<file path="src/rtl/log2_energy_pipe.sv">
// Three-stage pipelined scaled log2 of an unsigned energy word (Mitchell fraction),
// with valid/ready on both sides and a single global stall enable.
module log2_energy_pipe #(
    parameter int IN_WIDTH  = 32,
    parameter int FRAC_BITS = 4,
    parameter int SCALE_Q8  = 1536,
    parameter int OUT_WIDTH = 12
) (
    input  logic                 clk,
    input  logic                 rst_n,
    input  logic [IN_WIDTH-1:0]  number_i,
    input  logic                 in_valid_i,
    output logic                 in_ready_o,
    output logic [OUT_WIDTH-1:0] log_o,
    output logic                 zero_o,
    output logic                 sat_o,
    output logic                 out_valid_o,
    input  logic                 out_ready_i
);

    localparam int PW    = $clog2(IN_WIDTH);
    localparam int LW    = PW + FRAC_BITS;
    localparam int FB1   = (FRAC_BITS > 0) ? FRAC_BITS : 1;
    localparam int EW    = IN_WIDTH + FB1;
    localparam int PRODW = LW + 32 + OUT_WIDTH;

    logic                 en;

    logic                 stage1Valid_q;
    logic [PW-1:0]        stage1Lead_q;
    logic [IN_WIDTH-1:0]  stage1Word_q;
    logic                 stage1Zero_q;

    logic                 stage2Valid_q;
    logic [LW-1:0]        stage2Log_q;
    logic                 stage2Zero_q;

    logic                 stage3Valid_q;
    logic [OUT_WIDTH-1:0] logOut_q;
    logic                 zeroOut_q;
    logic                 satOut_q;

    logic [PW-1:0]        leadPos_d;
    logic                 zero_d;
    logic [PW-1:0]        shiftAmt;
    logic [EW-1:0]        normWord;
    logic [FB1-1:0]       fracFull;
    logic [FB1-1:0]       frac;
    logic [LW-1:0]        log2_d;
    logic [PRODW-1:0]     scaled;
    logic [OUT_WIDTH-1:0] logOut_d;
    logic                 zeroOut_d;
    logic                 satOut_d;

    // The whole pipe advances together; it only freezes while a result waits downstream.
    assign en         = !(stage3Valid_q && !out_ready_i);
    assign in_ready_o = en;

    always_comb begin
        leadPos_d = '0;
        for (int i = 0; i < IN_WIDTH; i++) begin
            if (number_i[i]) begin
                leadPos_d = PW'(i);
            end
        end
    end

    assign zero_d = (number_i == '0);

    // Left-justify the word so the leading one lands on the MSB; the appended zeros
    // supply the padding when fewer than FRAC_BITS bits sit below the leading one.
    always_comb begin
        shiftAmt = PW'(IN_WIDTH - 1) - stage1Lead_q;
        normWord = {stage1Word_q, {FB1{1'b0}}} << shiftAmt;
        fracFull = FB1'(normWord >> (IN_WIDTH - 1));
        frac     = fracFull >> (FB1 - FRAC_BITS);
        log2_d   = (LW'(stage1Lead_q) << FRAC_BITS) | LW'(frac);
    end

    always_comb begin
        scaled    = (PRODW'(stage2Log_q) * PRODW'(SCALE_Q8)) >> 8;
        logOut_d  = scaled[OUT_WIDTH-1:0];
        zeroOut_d = 1'b0;
        satOut_d  = 1'b0;
        if (stage2Zero_q) begin
            logOut_d  = '0;
            zeroOut_d = 1'b1;
        end else if (|(scaled >> OUT_WIDTH)) begin
            logOut_d = '1;
            satOut_d = 1'b1;
        end
    end

    always_ff @(posedge clk) begin
        if (!rst_n) begin
            stage1Valid_q <= 1'b0;
            stage2Valid_q <= 1'b0;
            stage3Valid_q <= 1'b0;
            logOut_q      <= '0;
            zeroOut_q     <= 1'b0;
            satOut_q      <= 1'b0;
        end else if (en) begin
            stage1Valid_q <= in_valid_i;
            stage2Valid_q <= stage1Valid_q;
            stage3Valid_q <= stage2Valid_q;
            if (stage2Valid_q) begin
                logOut_q  <= logOut_d;
                zeroOut_q <= zeroOut_d;
                satOut_q  <= satOut_d;
            end
        end
    end

    // Datapath registers carry no reset; their valid flags qualify them.
    always_ff @(posedge clk) begin
        if (en) begin
            stage1Lead_q <= leadPos_d;
            stage1Word_q <= number_i;
            stage1Zero_q <= zero_d;
            stage2Log_q  <= log2_d;
            stage2Zero_q <= stage1Zero_q;
        end
    end

    assign log_o       = logOut_q;
    assign zero_o      = zeroOut_q;
    assign sat_o       = satOut_q;
    assign out_valid_o = stage3Valid_q;

endmodule

</file>
<file path="config.mk">
export PLATFORM = sky130hd
export DESIGN_NAME = log2_energy_pipe
export DESIGN_NICKNAME = d
export VERILOG_FILES = /design/src/rtl/log2_energy_pipe.sv
export SDC_FILE = /design/constraint.sdc
export NUM_CORES = 1
export LEC_CHECK = 0
export ABC_AREA = 1
export CORE_UTILIZATION = 54
export DETAILED_ROUTE_END_ITERATION = 8
export HOLD_SLACK_MARGIN = 0.08
export PLACE_DENSITY = 0.79
export SYNTH_ARGS = -nofsm -noshare
export SYNTH_HDL_FRONTEND = slang
export SYNTH_SLANG_ARGS = --single-unit
export TNS_END_PERCENT = 30
</file>
<file path="constraint.sdc">
create_clock -name clk -period 2.8 [get_ports clk]
set_input_delay 0.56 -clock clk [delete_from_list [all_inputs] [get_ports clk]]
set_output_delay 0.56 -clock clk [all_outputs]
set_load 0.01 [all_outputs]
</file>
==> parameters.txt, run 1 <==
Parameter                              Value

Placed design
  Final weighted congestion in routability-driven placement ... 0.8762
  Number of placed cells counting well taps ... around 540
  Detailed placement HPWL ... between 5000 and 6000 um
  Input/output buffers ... 49

Setup path
  Worst setup path startpoint ... number_i[2]
  Destination of the worst register-to-register timing path ... log_o[10]$_SDFFE_PN0P_
  Worst reg2reg setup slack ... roughly 430 ps
  Critical Path AT ... between 2000 and 3000 ps
  Depth of the worst register-to-register path ... 15
  Maximum net fanout on the critical path ... 3
  Master of the slowest instance on the critical path ... sky130_fd_sc_hd__clkdlybuf4s50_1
  Reg2reg start ... stage2Log_q[1]$_DFFE_PN_
  Critical path launch point type ... primary input
  Start-to-end type of the worst setup path ... in2reg
  End point of the critical path ... stage1Lead_q[0]$_SDFFCE_PP1N_
  Critical path's largest stage delay ... approximately 500 ps
  Required @ worst endpoint ... slightly below 3000 ps
  Kind of end point of the critical path ... flip-flop
  Cell repeated most along the worst path ... sky130_fd_sc_hd__nand2_1

Synth
  Synthesized instance count ... 417
  XOR/XNOR share of the synthesized area ... 0.002496
  Unique cell type count in the Yosys netlist ... 34
  Post-synthesis share of cell area spent on and, or, nand and nor gates ... 0.1861
  Post-synthesis cell type with the largest combined area ... sky130_fd_sc_hd__edfxtp_1
  Flops & latches, synth ... 62
  Per-instance average area after synthesis ... 8.416 um2
  Yosys warning count ... 0
  Post-synthesis cell area ... about 3500 um2
  Fraction of synthesized cell area taken by the top area cell type ... 0.4021
  Top_reg_cell synth ... sky130_fd_sc_hd__edfxtp_1
  Synthesized-area fraction occupied by adder cells ... 0.03779
  Cells taking the most area after synthesis ... sky130_fd_sc_hd__edfxtp_1, sky130_fd_sc_hd__nand2_1, sky130_fd_sc_hd__dfxtp_1
  Combinational family with the most area after synthesis ... simple AND/OR/NAND/NOR gates
  Async SR Flop Fraction ... 0
  Post-synthesis mux area share ... 0.03708
  Sequential fraction of the synthesis area ... 0.4877
  Number of synthesized flops with an enable pin ... 47
  Fraction of the mapped netlist area in compound gates ... 0.1472

Route
  Vias per std cell ... roughly 5.2
  Remaining number of nets flagged by the antenna check after routing ... 0
  Number of optimization iterations in the first detailed-route pass ... 4
  DRT iter0 DRCs ... between 150 and 200
  Final routed wire length divided by cell count ... approximately 12 um
  Drc violations ... 0
  Detailed-route wire length ... roughly 6800 um
  Total number of vias ... 2878

Clocking
  Number of H-tree branching levels ... 3
  Number of buffers inserted to repair setup after CTS ... 0
  Count of clock tree sinks ... between 60 and 70
  Clock slew seen by the registers of the worst setup and hold paths ... 70 ps
  TritonCTS clock tree ... yes
  Worst-Skew Late Latency ... 330 ps
  PostCTS Resize Cnt ... 0
  Hold-fix buffers, CTS ... 0
  Buffer cell driving the clock tree root ... sky130_fd_sc_hd__clkbuf_8
  CTS buffer count ... 9
  Buffer levels on the longest clock path ... 2

Final layout
  Most common library cell in the layout ignoring fill and taps ... sky130_fd_sc_hd__nand2_1
  Commonest non-fill, non-tap cells in the layout ... sky130_fd_sc_hd__nand2_1, sky130_fd_sc_hd__clkdlybuf4s50_1, sky130_fd_sc_hd__edfxtp_1
  Layout-stage area growth over the synthesis result ... 21.78%
  Antenna Diode Count ... 0
  Layout net count ... slightly above 500
  Share of final-layout standard cells stronger than drive strength 1 ... 0.07966
  Final cell count without fillers ... ~550

Power and ir drop
  Maximum vdd drop ... 338.8 uV
  Power per unit of standard cell area ... 518.5 nW/um2
  Post-route total power ... approximately 2200 uW
  Static power due to leakage ... 0.001878 uW

Die
  Die area ... ~6800 um2
  Initial Util ... 0.5559
  Core Footprint ... 6314 um2
  Die boundary height ... 82.62 um
  Row cnt ... 29
  Io pins ... 52
  Die Wd ... 82.62 um

STA
  Total count of hold-check failures in the final report ... 0
  Relative slew margins ... 0.5896
  Worst clock skew ... about 7.7 ps
  Number of endpoints failing setup at the final stage ... 0
  Min Tclk post-route ... around 2400 ps
  Total Negative Setup Slacks ... 0 ps
  Unrepaired setup endpoints after global routing ... no
  Measured slew at the worst slew-check pin ... around 600 ps
  Achievable clock frequency ... 413.3 MHz
  Final count of pins violating max slew ... 0
  Tcrit/Tclk final ... 0.8641

Status
  Result of the run ... complete, no violations

Job
  Number of maximum-capacitance violations ... 0

GRT
  Pin count of the biggest net entering global routing ... 50
  Overall fraction of global-route tracks in use ... 0.2247
  Vias in the first global route ... 2632
  First-pass GRT wire length ... 11260 um
  Antenna violations before repair ... 0
  Grt ovf ... 0

Min path
  HP Class ... reg2reg
  Worst Hold Launch ... stage1Zero_q$_DFFE_PN_
==> per-stage QoR <==
step / util / setup slack [ps] / instance area [um2] / hold slack, ps
6_report: 0.6770 / 380.6 / 4274 / 421.6
4_1_cts: 0.6770 / 387.4 / 4274 / 423.2
3_3_place_gp: 0.6486 / 58.51 / 4095 / 402.2
2_1_floorplan: - / 606.1 / 3513 / 400.3
5_1_grt: 0.6770 / 16.27 / 4274 / 434.2
3_5_place_dp: 0.6486 / 26.17 / 4095 / 407.4
==> registers in the layout, indices dropped and copies added, names as in the netlist <==
name           count
stage1Word_q      31
log_o             11
stage2Log_q        9
stage1Lead_q       5
out_valid_o        1
stage1Valid_q      1
stage1Zero_q       1
stage2Valid_q      1
stage2Zero_q       1
zero_o             1
==> metal layers <==
metal / routed length [um] / track usage / vias up
met5: 0 / 0 / -
met4: 79 / 0.1052 / 0
met3: 324 / 0.04615 / 7
met2: 3439 / 0.3901 / 70
met1: 2967 / 0.2658 / 1283
li1: - / - / 1518
==> critical path, delay by kind of cell <==
family | cells | cell delay, ps
buf+inv | 2 | 550
simple gates | 30 | 1410
==> cell usage after synthesis (all sizes together) (2+ instances only) <==
master / number
nand2: 105
inv: 58
edfxtp: 47
o21ai: 39
nor2: 33
a21oi: 27
nand3: 17
dfxtp: 15
mux2i: 13
ha: 9
clkbuf: 7
buf: 6
nor4: 6
o211ai: 5
o221ai: 5
bufinv: 4
o311ai: 4
a31oi: 3
clkinv: 2
o22ai: 2
==> worst min-delay path by stage <==
stage	endpoint	cells past startpoint
floorplan	stage2Zero_q$_DFFE_PN_	0
global placement	stage2Zero_q$_DFFE_PN_	0
detailed placement	stage2Zero_q$_DFFE_PN_	0
CTS	stage2Zero_q$_DFFE_PN_	0
global route	stage2Zero_q$_DFFE_PN_	0
finish	stage2Zero_q$_DFFE_PN_	0
==> cell families after synthesis <==
| family | Yosys count |
|---|---|
| flip-flops | 62 |
| adder cells (fa/ha/maj) | 10 |
| AO/OA/AOI/OAI | 90 |
| multiplexers | 13 |
| XOR/XNOR | 1 |
| buffers and inverters | 77 |
| other | 1 |
| AND/OR/NAND/NOR | 163 |
==> where the power goes <==
| part | switching, uW | leakage (uW) | total, uW | internal, uW |
|---|---|---|---|---|
| sequential | 32.1 | 0.000601 | 1090 | 1050 |
| combinational | 220 | 0.00118 | 410 | 190 |
| clock | 325 | 0.0000929 | 720 | 395 |
==> layout make-up <==
class | instances | area (um2)
timing repair buffer | 56 | 543.0
clock inverter | 7 | 55.05
fill | 542 | 2039
multi-input combinational | 279 | 1449
inverter | 64 | 295.3
tap | 77 | 96.34
sequential | 62 | 1712
clock buffer | 9 | 123.9
(Power assumes the default switching activity.)
==> inputs of run 2 (changes only) <==
--- a/config.mk
+++ b/config.mk
@@ -6,10 +6,12 @@
 export NUM_CORES = 1
 export LEC_CHECK = 0
 export ABC_AREA = 1
-export CORE_UTILIZATION = 54
+export CELL_PAD_IN_SITES_DETAIL_PLACEMENT = 0
+export CELL_PAD_IN_SITES_GLOBAL_PLACEMENT = 2
+export CORE_UTILIZATION = 32
 export DETAILED_ROUTE_END_ITERATION = 8
 export HOLD_SLACK_MARGIN = 0.08
-export PLACE_DENSITY = 0.79
+export PLACE_DENSITY = 0.78
 export SYNTH_ARGS = -nofsm -noshare
 export SYNTH_HDL_FRONTEND = slang
 export SYNTH_SLANG_ARGS = --single-unit
==> parameters.txt, run 2 (synthesized netlist as in run 1, its figures left out) <==
Parameter                              Value

Setup path
  Maximum net fanout on the critical path ... 3
  Reg2reg start ... stage2Log_q[1]$_DFFE_PN_
  Critical Path AT ... 2720 ps
  Kind of end point of the critical path ... flip-flop
  Critical path launch point type ... flip-flop
  Depth of the worst register-to-register path ... 15
  Destination of the worst register-to-register timing path ... log_o[10]$_SDFFE_PN0P_
  Worst reg2reg setup slack ... approximately 350 ps
  Start-to-end type of the worst setup path ... reg2reg
  Required @ worst endpoint ... 3070 ps
  Worst setup path startpoint ... stage2Log_q[1]$_DFFE_PN_

Final layout
  Flip-flop count of the largest register, all copies and words added ... 31
  Final cell count without fillers ... 618
  Final core area utilization ... 0.4226
  Layout-stage area growth over the synthesis result ... 25.99%
  Layout net count ... roughly 520
  Share of final-layout standard cells stronger than drive strength 1 ... 0.09544
  Total of fill cells in the finished design ... 1106
  Commonest non-fill, non-tap cells in the layout ... sky130_fd_sc_hd__nand2_1, sky130_fd_sc_hd__clkdlybuf4s50_1, sky130_fd_sc_hd__edfxtp_1
  Reg with most FFs ... stage1Word_q
  Antenna Diode Count ... 0
  Most common library cell in the layout ignoring fill and taps ... sky130_fd_sc_hd__nand2_1

STA
  Total count of hold-check failures in the final report ... 0
  Achievable clock frequency ... slightly above 400 MHz
  Final count of pins violating max slew ... 0
  Worst clock skew ... about 9.5 ps
  Number of endpoints failing setup at the final stage ... 0
  Tcrit/Tclk final ... 0.8743
  Unrepaired setup endpoints after global routing ... no
  Min Tclk post-route ... approximately 2400 ps

Route
  Vias per std cell ... roughly 4.7
  Number of optimization iterations in the first detailed-route pass ... 4
  DRT iter0 DRCs ... ~150
  Total number of vias ... between 2000 and 3000
  Final routed wire length divided by cell count ... ~13 um
  Drc violations ... 0
  Remaining number of nets flagged by the antenna check after routing ... 0
  Detailed-route wire length ... 7862 um

Power and ir drop
  Post-route total power ... about 2300 uW
  Maximum vdd drop ... roughly 180 uV
  Power per unit of standard cell area ... 524.2 nW/um2
  Static power due to leakage ... 0.001923 uW

Die
  Row cnt ... 37
  Core Footprint ... 10460 um2
  Die Wd ... roughly 110 um
  Die area ... 11390 um2
  Die boundary height ... 106.7 um
  Initial Util ... 0.3354
  Io pins ... 52

Clocking
  Buffer cell driving the clock tree root ... sky130_fd_sc_hd__clkbuf_8
  Buffer levels on the longest clock path ... 2
  TritonCTS clock tree ... yes
  PostCTS Resize Cnt ... 0
  Clock slew seen by the registers of the worst setup and hold paths ... ~70 ps
  Count of clock tree sinks ... 62
  CTS buffer count ... 9
  Number of buffers inserted to repair setup after CTS ... 0
  Hold-fix buffers, CTS ... 0
  Number of H-tree branching levels ... 3
  Worst-Skew Late Latency ... ~340 ps

GRT
  Grt ovf ... 0
  Overall fraction of global-route tracks in use ... 0.1512
  Vias in the first global route ... about 2800
  Antenna violations before repair ... 0
  Pin count of the biggest net entering global routing ... around 40
  First-pass GRT wire length ... about 13000 um

Min path
  Worst hold path endpoint ... stage2Zero_q$_DFFE_PN_
  HP Class ... reg2reg
  Worst Hold Launch ... stage1Zero_q$_DFFE_PN_
  Cell count of the worst hold path ... 0

Placed design
  Detailed placement HPWL ... between 6000 and 7000 um
  Number of placed cells counting well taps ... roughly 600
  Input/output buffers ... between 40 and 50
  Final weighted congestion in routability-driven placement ... between 0.8 and 0.9

Job
  Number of maximum-capacitance violations ... 0

Status
  Result of the run ... complete, no violations
## run 2: per-layer routing
layer | wire length (um) | vias up | GRT usage
li1 | - | 1522 | -
met1 | 3648 | 1305 | 0.1868
met2 | 3799 | 62 | 0.2539
met3 | 339 | 8 | 0.03647
met4 | 74 | 0 | 0.05773
met5 | 0 | - | 0
## run 2: area by class of cell
type	instances	area [um2]	share of cell area
inverter	64	295.3	0.06678
sequential	62	1712	0.3871
clock inverter	2	10.01	0.002264
clock buffer	14	205.2	0.04641
tap	136	170.2	0.03848
multi-input combinational	279	1449	0.3277
timing repair buffer	61	580.6	0.1313
## run 2: critical path: stages, from the launching register on
cell and delay [ps]:
sky130_fd_sc_hd__edfxtp_1 450, sky130_fd_sc_hd__ha_1 260, sky130_fd_sc_hd__fa_1 410, sky130_fd_sc_hd__a21oi_1 170
sky130_fd_sc_hd__nor2_1 60, sky130_fd_sc_hd__nor2_1 120, sky130_fd_sc_hd__nor2_1 70, sky130_fd_sc_hd__nor2_1 90
sky130_fd_sc_hd__nor2_1 50, sky130_fd_sc_hd__nor2_1 130, sky130_fd_sc_hd__nor2_1 80, sky130_fd_sc_hd__nor2_1 100
sky130_fd_sc_hd__o21ai_1 90, sky130_fd_sc_hd__a21oi_1 120, sky130_fd_sc_hd__o21ai_1 80, sky130_fd_sc_hd__a21oi_1 110
## run 2: metrics by stage
| stage | setup slack (ps) | cell area (um2) | setup TNS [ps] | hold slack, ps |
|---|---|---|---|---|
| 6_report | 351.9 | 4422 | 0 | 431.5 |
| 5_1_grt | 17.37 | 4422 | 0 | 429.9 |
| 4_1_cts | 300.1 | 4422 | 0 | 426.3 |
| 3_5_place_dp | -16.02 | 4207 | -16.02 | 409.0 |
| 3_3_place_gp | -6.061 | 4207 | -6.061 | 401.6 |
| 2_1_floorplan | 606.1 | 3513 | 0 | 400.3 |
## run 2: power breakdown
group          total, uW  internal [uW]  switching (uW)
Clock                814            475             339
Combinational        419            192             226
Sequential          1080           1050            31.7
## run 2: worst max path at each step
stage	depth (start not counted)	slack (ps)	endpoint
floorplan	2	610	in_ready_o
global placement	32	-6	stage1Lead_q[0]$_SDFFCE_PP1N_
detailed placement	32	-20	stage1Lead_q[0]$_SDFFCE_PP1N_
CTS	15	300	log_o[10]$_SDFFE_PN0P_
global route	32	20	stage1Lead_q[0]$_SDFFCE_PP1N_
finish	15	350	log_o[10]$_SDFFE_PN0P_
